<file path="config.mk">
export PLATFORM = sky130hd
export DESIGN_NAME = mantissa_normalizer
export DESIGN_NICKNAME = d
export VERILOG_FILES = /design/src/rtl/mantissa_normalizer.sv
export SDC_FILE = /design/constraint.sdc
export NUM_CORES = 1
export LEC_CHECK = 0
export ABC_CLOCK_PERIOD_IN_PS = 4810
export BUFFER_PORTS_ARGS = -buffer_cell sky130_fd_sc_hd__buf_2
export CAP_MARGIN = 20
export CORE_MARGIN = 3
export CORE_UTILIZATION = 50
export DETAILED_ROUTE_END_ITERATION = 6
export PLACE_DENSITY = 0.84
export SLEW_MARGIN = 20
export SYNTH_ARGS = -nofsm -noshare
export SYNTH_HDL_FRONTEND = slang
export SYNTH_SLANG_ARGS = --single-unit
</file>
<file path="constraint.sdc">
create_clock -name CLK -period 4.81 [get_ports CLK]
set_input_delay 0.2405 -clock CLK [delete_from_list [all_inputs] [get_ports CLK]]
set_output_delay 0.2405 -clock CLK [all_outputs]
set_load 0.03 [all_outputs]
</file>
<file path="src/rtl/mantissa_normalizer.sv">
// mantissa_normalizer
//   Normalizes a 25-bit mantissa (carry-out at bit 24, hidden bit at bit 23)
//   and adjusts its biased exponent. A carry-out is absorbed with a single
//   right shift. Otherwise the mantissa is shifted left one bit per cycle
//   until the hidden bit is set or the exponent reaches zero.
//
// Ports
//   CLK      in   1   rising-edge clock
//   RSTN     in   1   synchronous active-low reset
//   START    in   1   request to normalize IN/EXP_IN, sampled only in IDLE
//   IN       in  25   unnormalized mantissa
//   EXP_IN   in   8   biased exponent paired with IN
//   OUT      out 24   normalized mantissa, hidden bit at 23
//   EXP_OUT  out  8   adjusted biased exponent
//   BY       out  8   shift applied, two's complement (+left / -right)
//   BUSY     out  1   high while normalizing
//   DONE     out  1   one-cycle result-valid strobe
//   ZERO     out  1   mantissa was zero
//   OVF      out  1   exponent reached 8'hFF after a right shift
//   UNF      out  1   left shifting stopped at exponent 0
module mantissa_normalizer (
    input  logic        CLK,
    input  logic        RSTN,
    input  logic        START,
    input  logic [24:0] IN,
    input  logic [7:0]  EXP_IN,
    output logic [23:0] OUT,
    output logic [7:0]  EXP_OUT,
    output logic [7:0]  BY,
    output logic        BUSY,
    output logic        DONE,
    output logic        ZERO,
    output logic        OVF,
    output logic        UNF
);

    typedef enum logic [1:0] {
        IDLE = 2'd0,
        NORM = 2'd1,
        FIN  = 2'd2
    } state_t;

    state_t      state;
    logic [24:0] m;
    logic [7:0]  e;
    logic [7:0]  e_inc;

    assign e_inc   = e + 8'd1;
    assign OUT     = m[23:0];
    assign EXP_OUT = e;

    always_ff @(posedge CLK) begin
        if (!RSTN) begin
            state <= IDLE;
            m     <= '0;
            e     <= '0;
            BY    <= '0;
            BUSY  <= 1'b0;
            DONE  <= 1'b0;
            ZERO  <= 1'b0;
            OVF   <= 1'b0;
            UNF   <= 1'b0;
        end else begin
            case (state)
                IDLE: begin
                    if (START) begin
                        m     <= IN;
                        e     <= EXP_IN;
                        BY    <= '0;
                        ZERO  <= 1'b0;
                        OVF   <= 1'b0;
                        UNF   <= 1'b0;
                        BUSY  <= 1'b1;
                        state <= NORM;
                    end
                end

                NORM: begin
                    // Rules are prioritized; every rule except the left
                    // shift ends the operation and raises DONE next cycle.
                    if (m == '0) begin
                        ZERO  <= 1'b1;
                        BUSY  <= 1'b0;
                        DONE  <= 1'b1;
                        state <= FIN;
                    end else if (m[24]) begin
                        m     <= m >> 1;
                        e     <= e_inc;
                        BY    <= 8'hFF;
                        OVF   <= (e_inc == 8'hFF);
                        BUSY  <= 1'b0;
                        DONE  <= 1'b1;
                        state <= FIN;
                    end else if (m[23]) begin
                        BUSY  <= 1'b0;
                        DONE  <= 1'b1;
                        state <= FIN;
                    end else if (e == '0) begin
                        UNF   <= 1'b1;
                        BUSY  <= 1'b0;
                        DONE  <= 1'b1;
                        state <= FIN;
                    end else begin
                        // m[24] and m[23] are both 0 here, so bit 24 stays 0.
                        m     <= {m[23:0], 1'b0};
                        e     <= e - 8'd1;
                        BY    <= BY + 8'd1;
                    end
                end

                FIN: begin
                    DONE  <= 1'b0;
                    state <= IDLE;
                end

                default: begin
                    BUSY  <= 1'b0;
                    DONE  <= 1'b0;
                    state <= IDLE;
                end
            endcase
        end
    end

endmodule
</file>
Word-level counts from Yosys, hierarchy flattened
Index checks and enable logic that the tools add are counted.
{"block": "totals", "wordCells": 85, "out_inout_bits": 45, "in_bits": 36, "register_bits": 48}
{"block": "op_classes", "muxes": 45, "reduce_logical": 12, "n_eq_ne": 13, "add_sub_neg": 3, "bitwise": 2}
{"cell": "8-bit 2-to-1 mux", "n": 10}
{"cell": "24-bit 2-to-1 mux", "n": 3}
{"cell": "25-bit 2-to-1 mux", "n": 2}
{"cell": "25-bit case mux with 2 select lines", "n": 1}
{"cell": "8-bit case mux with 2 select lines", "n": 2}
{"cell": "25-bit zero test", "n": 1}
{"cell": "8-bit by 1-bit adder with 8-bit output (second input constant)", "n": 2}
{"cell": "1-bit 2-to-1 mux", "n": 16}
{"cell": "2-bit != test (second input constant)", "n": 7}
{"cell": "2-bit 2-to-1 mux", "n": 5}
{"cell": "3-bit AND reduction", "n": 3}
{"cell": "8-bit == test (second input constant)", "n": 1}
{"cell": "8-bit zero test", "n": 1}
{"cell": "1-bit case mux with 2 select lines", "n": 4}
{"cell": "8-bit by 1-bit subtractor with 8-bit output (second input constant)", "n": 1}
{"cell": "3-bit != test (second input constant)", "n": 2}
{"cell": "6-bit AND reduction", "n": 1}
{"cell": "5-bit != test (second input constant)", "n": 1}
{"cell": "5-bit AND reduction", "n": 1}
{"cell": "2-bit case mux with 2 select lines", "n": 1}
{"cell": "2-bit AND reduction", "n": 2}
{"cell": "4-bit AND reduction", "n": 1}
{"cell": "1-bit case mux with 3 select lines", "n": 1}
{"cell": "2-bit by 1-bit == test with 1-bit output (second input constant)", "n": 1}
{"cell": "other kinds (4)", "n": 5}

Longest topological paths before layout
{"block": "logic_depth", "ltp_word": 6, "ltp_mapped": 8, "ltp_nobuf": 7}

Worst setup path after synthesis
OpenSTA, ideal clock, no wires.
{"block": "synth_path", "path_type": "reg2reg", "startpoint": "register e[0] (netlist: EXP_OUT[0])", "endpoint": "register e[0] (netlist: EXP_OUT[0])", "path_buffers": 1, "setup_slack_ns": 2.695, "t_arrival_ns": 2.029, "period_less_slack_ns": 2.115, "stages_incl_launch_ff": 9, "required_time_ns": 4.724, "setup_time_ns": 0.086, "cell_sequence": "dfxtp_1 -> inv_1 -> ha_1 -> a31oi_1 -> nand2b_1 -> nor2b_4 -> buf_6 -> o21ai_1 -> a221oi_2"}
{"block": "synth_via", "elab_chain_cells": 6, "elab_cells_between_ends": 10, "classes_between": "2 x add/sub; 1 x eq/ne; 5 x mux; 2 x reduce/logical"}
{"item": "start: declaration", "line_no": "45", "source": "logic [7:0] e;"}
{"item": "start signal: assignment", "line_no": "88", "source": "e <= e_inc;"}
{"item": "start signal: assignment", "line_no": "106", "source": "e <= e - 8'd1;"}
{"item": "8-bit by 1-bit subtractor with 8-bit output", "line_no": "106"}
{"item": "8-bit 2-to-1 mux", "line_no": "98", "source": "end else if (e == '0) begin"}
{"item": "8-bit 2-to-1 mux", "line_no": "94", "source": "end else if (m[23]) begin"}
{"item": "8-bit 2-to-1 mux", "line_no": "86", "source": "end else if (m[24]) begin"}
{"item": "8-bit 2-to-1 mux", "line_no": "81", "source": "if (m == '0) begin"}
{"item": "8-bit case mux with 2 select lines", "line_no": "64", "source": "case (state)"}
Parallel ways exist; a longest one is shown, timed or not. The select of a mux whose other input is x is not followed.
A chain may end at the register's enable or synchronous reset.

Final worst setup path
{"block": "layout_path", "startpoint": "register m[24]", "endpoint": "register m[1]"}
{"block": "layout_via", "elab_chain_cells": 3, "elab_cells_between_ends": 8, "classes_between": "3 x eq/ne; 3 x mux; 2 x reduce/logical"}
{"item": "start: declaration", "line_no": "44", "source": "logic [24:0] m;"}
{"item": "start signal: assignment", "line_no": "87", "source": "m <= m >> 1;"}
{"item": "start signal: assignment", "line_no": "105", "source": "m <= {m[23:0], 1'b0};"}
{"item": "25-bit zero test or 24-bit 2-to-1 mux (tied branches)", "line_no": "81, 86"}
{"item": "2-bit != test (no source line) or 25-bit 2-to-1 mux (tied branches)"}
{"item": "5-bit AND reduction (no source line) or 25-bit case mux with 2 select lines (tied branches)"}
Parallel ways exist; a longest one is shown, timed or not. The select of a mux whose other input is x is not followed.

==> impl_results.md <==
- HPWL Detailed: 5460 µm
- Yosys reg bits: 48
- # Post-CTS Setup Buffers: 0
- R2r setup slk: 1.57 ns
- Worst path required time: 5.03 ns
- First-pass iteration count of the detailed router: 5
- Largest net degree at the start of global routing: 40
- Final setup vio count: 0
- CP Capture Type: flip-flop
- Die Wd: 83.6 µm
- Final Critical Period: 3.24 ns
- Via count: 2910
- Syn Area/Cell: 8.28 µm²
- Die area: 0.00699 mm²
- 1st-iter DRT viols: 223
- Vias in the first global route: 2663
- Die height: 83.6 µm
- Reg-to-Reg Start: m[24]
- Netlist cell types: 54
- Worst-path fanout max: 39
- Data arrival time of the worst path: 3.46 ns
- TritonCTS clock tree: built
- Num rows: 27
- Initial antenna violation count: 0
- Clock Path Buffers: 2
- RePlAce Congestion: 0.941
- Hold/Removal Path Class: input port to flip-flop
- Hold endpoint: m[24]
- IO Count: 81
- Final Cycle Share: 0.674
- Port Buffer Count: 80
- Mapped Nets: 405
- Fin. max-slew vios: 0
- DRC: 0
- CTS Buf Count: 5
- Ys Warns: 0
- Overall power: 1470 µW
- Core area: 0.00568 mm²
- Setup repair after global routing missed its margin: no
- Seq/Total Area, Yosys: 0.319
- Clock tree root driver cell: clkbuf_8
- R2R Path End: m[1]
- Pwr dens: 447 mW/mm²
- Mapped Area: 0.00301 mm²
- Status: finished clean
- Resize count post-CTS: 0
- Clk Latency, worst-skew pair: 0.31 ns
- DR vias/cell: 6.15
- HP Start: IN[24]
- Place WS: 1.60 ns
- CTS Hold Bufs: 0
- Diode count: 0
- Initial Utilization: 0.531
- Drt total wl: 7820 µm
- Leakage power: 0.00133 µW
- Nets: 441
- Overall routing resource usage: 0.219
- GR Overflow Total: 0
- EDFF count, synth: 0
- Core Util, Final: 0.578
- Worst Skew: 0.00616 ns
- Fin Setup TNS: 0 ns
- Wire per inst: 16.5 µm
- Most frequent cells in the layout: 80 x buf_2, 48 x dfxtp_1, 46 x nand2_1
- H-tree levels: 2
- Global-route wire length before repair: 12900 µm
- Commonest non-fill, non-tap cell in the layout: buf_2
- Fmax: 308 MHz
- Share of cells above drive strength 1: 0.282
- Detail Route Antenna Nets: 0
- Final hold vios: 0
- Relative slew slack: 0.301
- Top FF cell, synth: dfxtp_1
- Max IR drop VDD: 0.219 mV
- Worst-path clk slew: 0.09 ns
- P&R area growth vs syn: 8.80%
- Mapped Cells: 364
- Clock sink count: 48
- Critical path class: flip-flop to flip-flop
- Worst Setup Start Kind: flip-flop
- Fillers: 534
- Ys async rst share: 0
- Slew @ Worst Pin: 1.05 ns
- WHS Path Cells: 3
- Maxcap violations: 0
- Final setup margin: 1.57 ns
- R2R cell count: 7
-- area by class of cell --
class,instances,area [µm²],area share
Sequential cell,48,961,0.293
Timing Repair Buffer,83,423,0.129
Inverter,8,30.0,0.00916
Clock inverter,1,7.51,0.00229
Tap cell,72,90.1,0.0275
Clock buffer,7,86.3,0.0263
Multi-Input combinational cell,254,1680,0.513
-- per-stage QoR --
| step | area, µm² | std cells | hold WS, ns |
|---|---|---|---|
| 5_1_grt | 3280 | 473 | 0.228 |
| 2_1_floorplan | 3010 | 364 | 0.403 |
| 6_report | 3280 | 473 | 0.225 |
| 4_1_cts | 3280 | 473 | 0.215 |
| 3_3_place_gp | 3180 | 465 | 0.447 |
| 3_5_place_dp | 3180 | 465 | 0.454 |
-- worst max path at each step --
stage,from,endpoint,slack [ns],depth (start not counted)
after floorplan,EXP_OUT[0],EXP_OUT[0],2.69,8
after global placement,m[24],m[14],1.76,7
after detailed placement,m[24],m[1],1.60,7
after CTS,m[24],m[1],1.58,7
after global routing,m[24],m[1],1.32,7
final,m[24],m[1],1.57,7
-- per-layer routing --
layer / vias up / global-route usage / wire length [µm]
met4: 0 / 0.0746 / 141
li1: 1407 / - / -
met2: 124 / 0.367 / 3830
met1: 1363 / 0.278 / 3250
met3: 16 / 0.0474 / 610
met5: - / 0 / 0
-- Yosys cell counts (all sizes together) (4+ instances only) --
library cell | number | area [µm²]
dfxtp | 48 | 961
nand2 | 47 | 184
nor2 | 41 | 154
buf | 38 | 284
a221oi | 24 | 216
o32ai | 23 | 284
a21oi | 18 | 90.1
clkbuf | 16 | 60.1
o21ai | 14 | 73.8
nand3 | 9 | 45.0
nor3 | 9 | 45.0
inv | 8 | 30.0
nor4 | 8 | 65.1
o31ai | 7 | 52.6
ha | 5 | 62.6
nand4 | 5 | 37.5
nand2b | 4 | 30.0
nor2b | 4 | 32.5
-- critical path, cell delays in order (launching register included) --
cell     delay, ns
dfxtp_1       0.66
buf_4         0.37
nor2_1        0.11
nand4_1       0.22
o22ai_4       0.15
nor2b_4       0.85
nand2_4       0.37
o32ai_1       0.39
-- cells by family (layout without fill, tap and decap cells) --
| family | Yosys count | after routing | synth area share |
|---|---|---|---|
| AOI/OAI and AO/OA | 111 | 111 | 0.311 |
| DFF | 48 | 48 | 0.319 |
| buffers and inverters | 62 | 99 | 0.124 |
| adders and majority gates | 5 | 5 | 0.0208 |
| xor gates and xnor gates | 3 | 3 | 0.00872 |
| and+or+nand+nor | 135 | 135 | 0.217 |
-- flip-flops by register name (all words and copies together) (netlist names) --
signal and flops:
EXP_OUT 8, state 2, BY 8, m 25, OVF 1, DONE 1
UNF 1, BUSY 1, ZERO 1
-- where the power goes --
| group | switching [µW] | internal (µW) |
|---|---|---|
| Sequential | 102 | 464 |
| Combinational | 423 | 216 |
| Clock | 144 | 117 |
No activity file was read; power rests on OpenSTA's default activity.
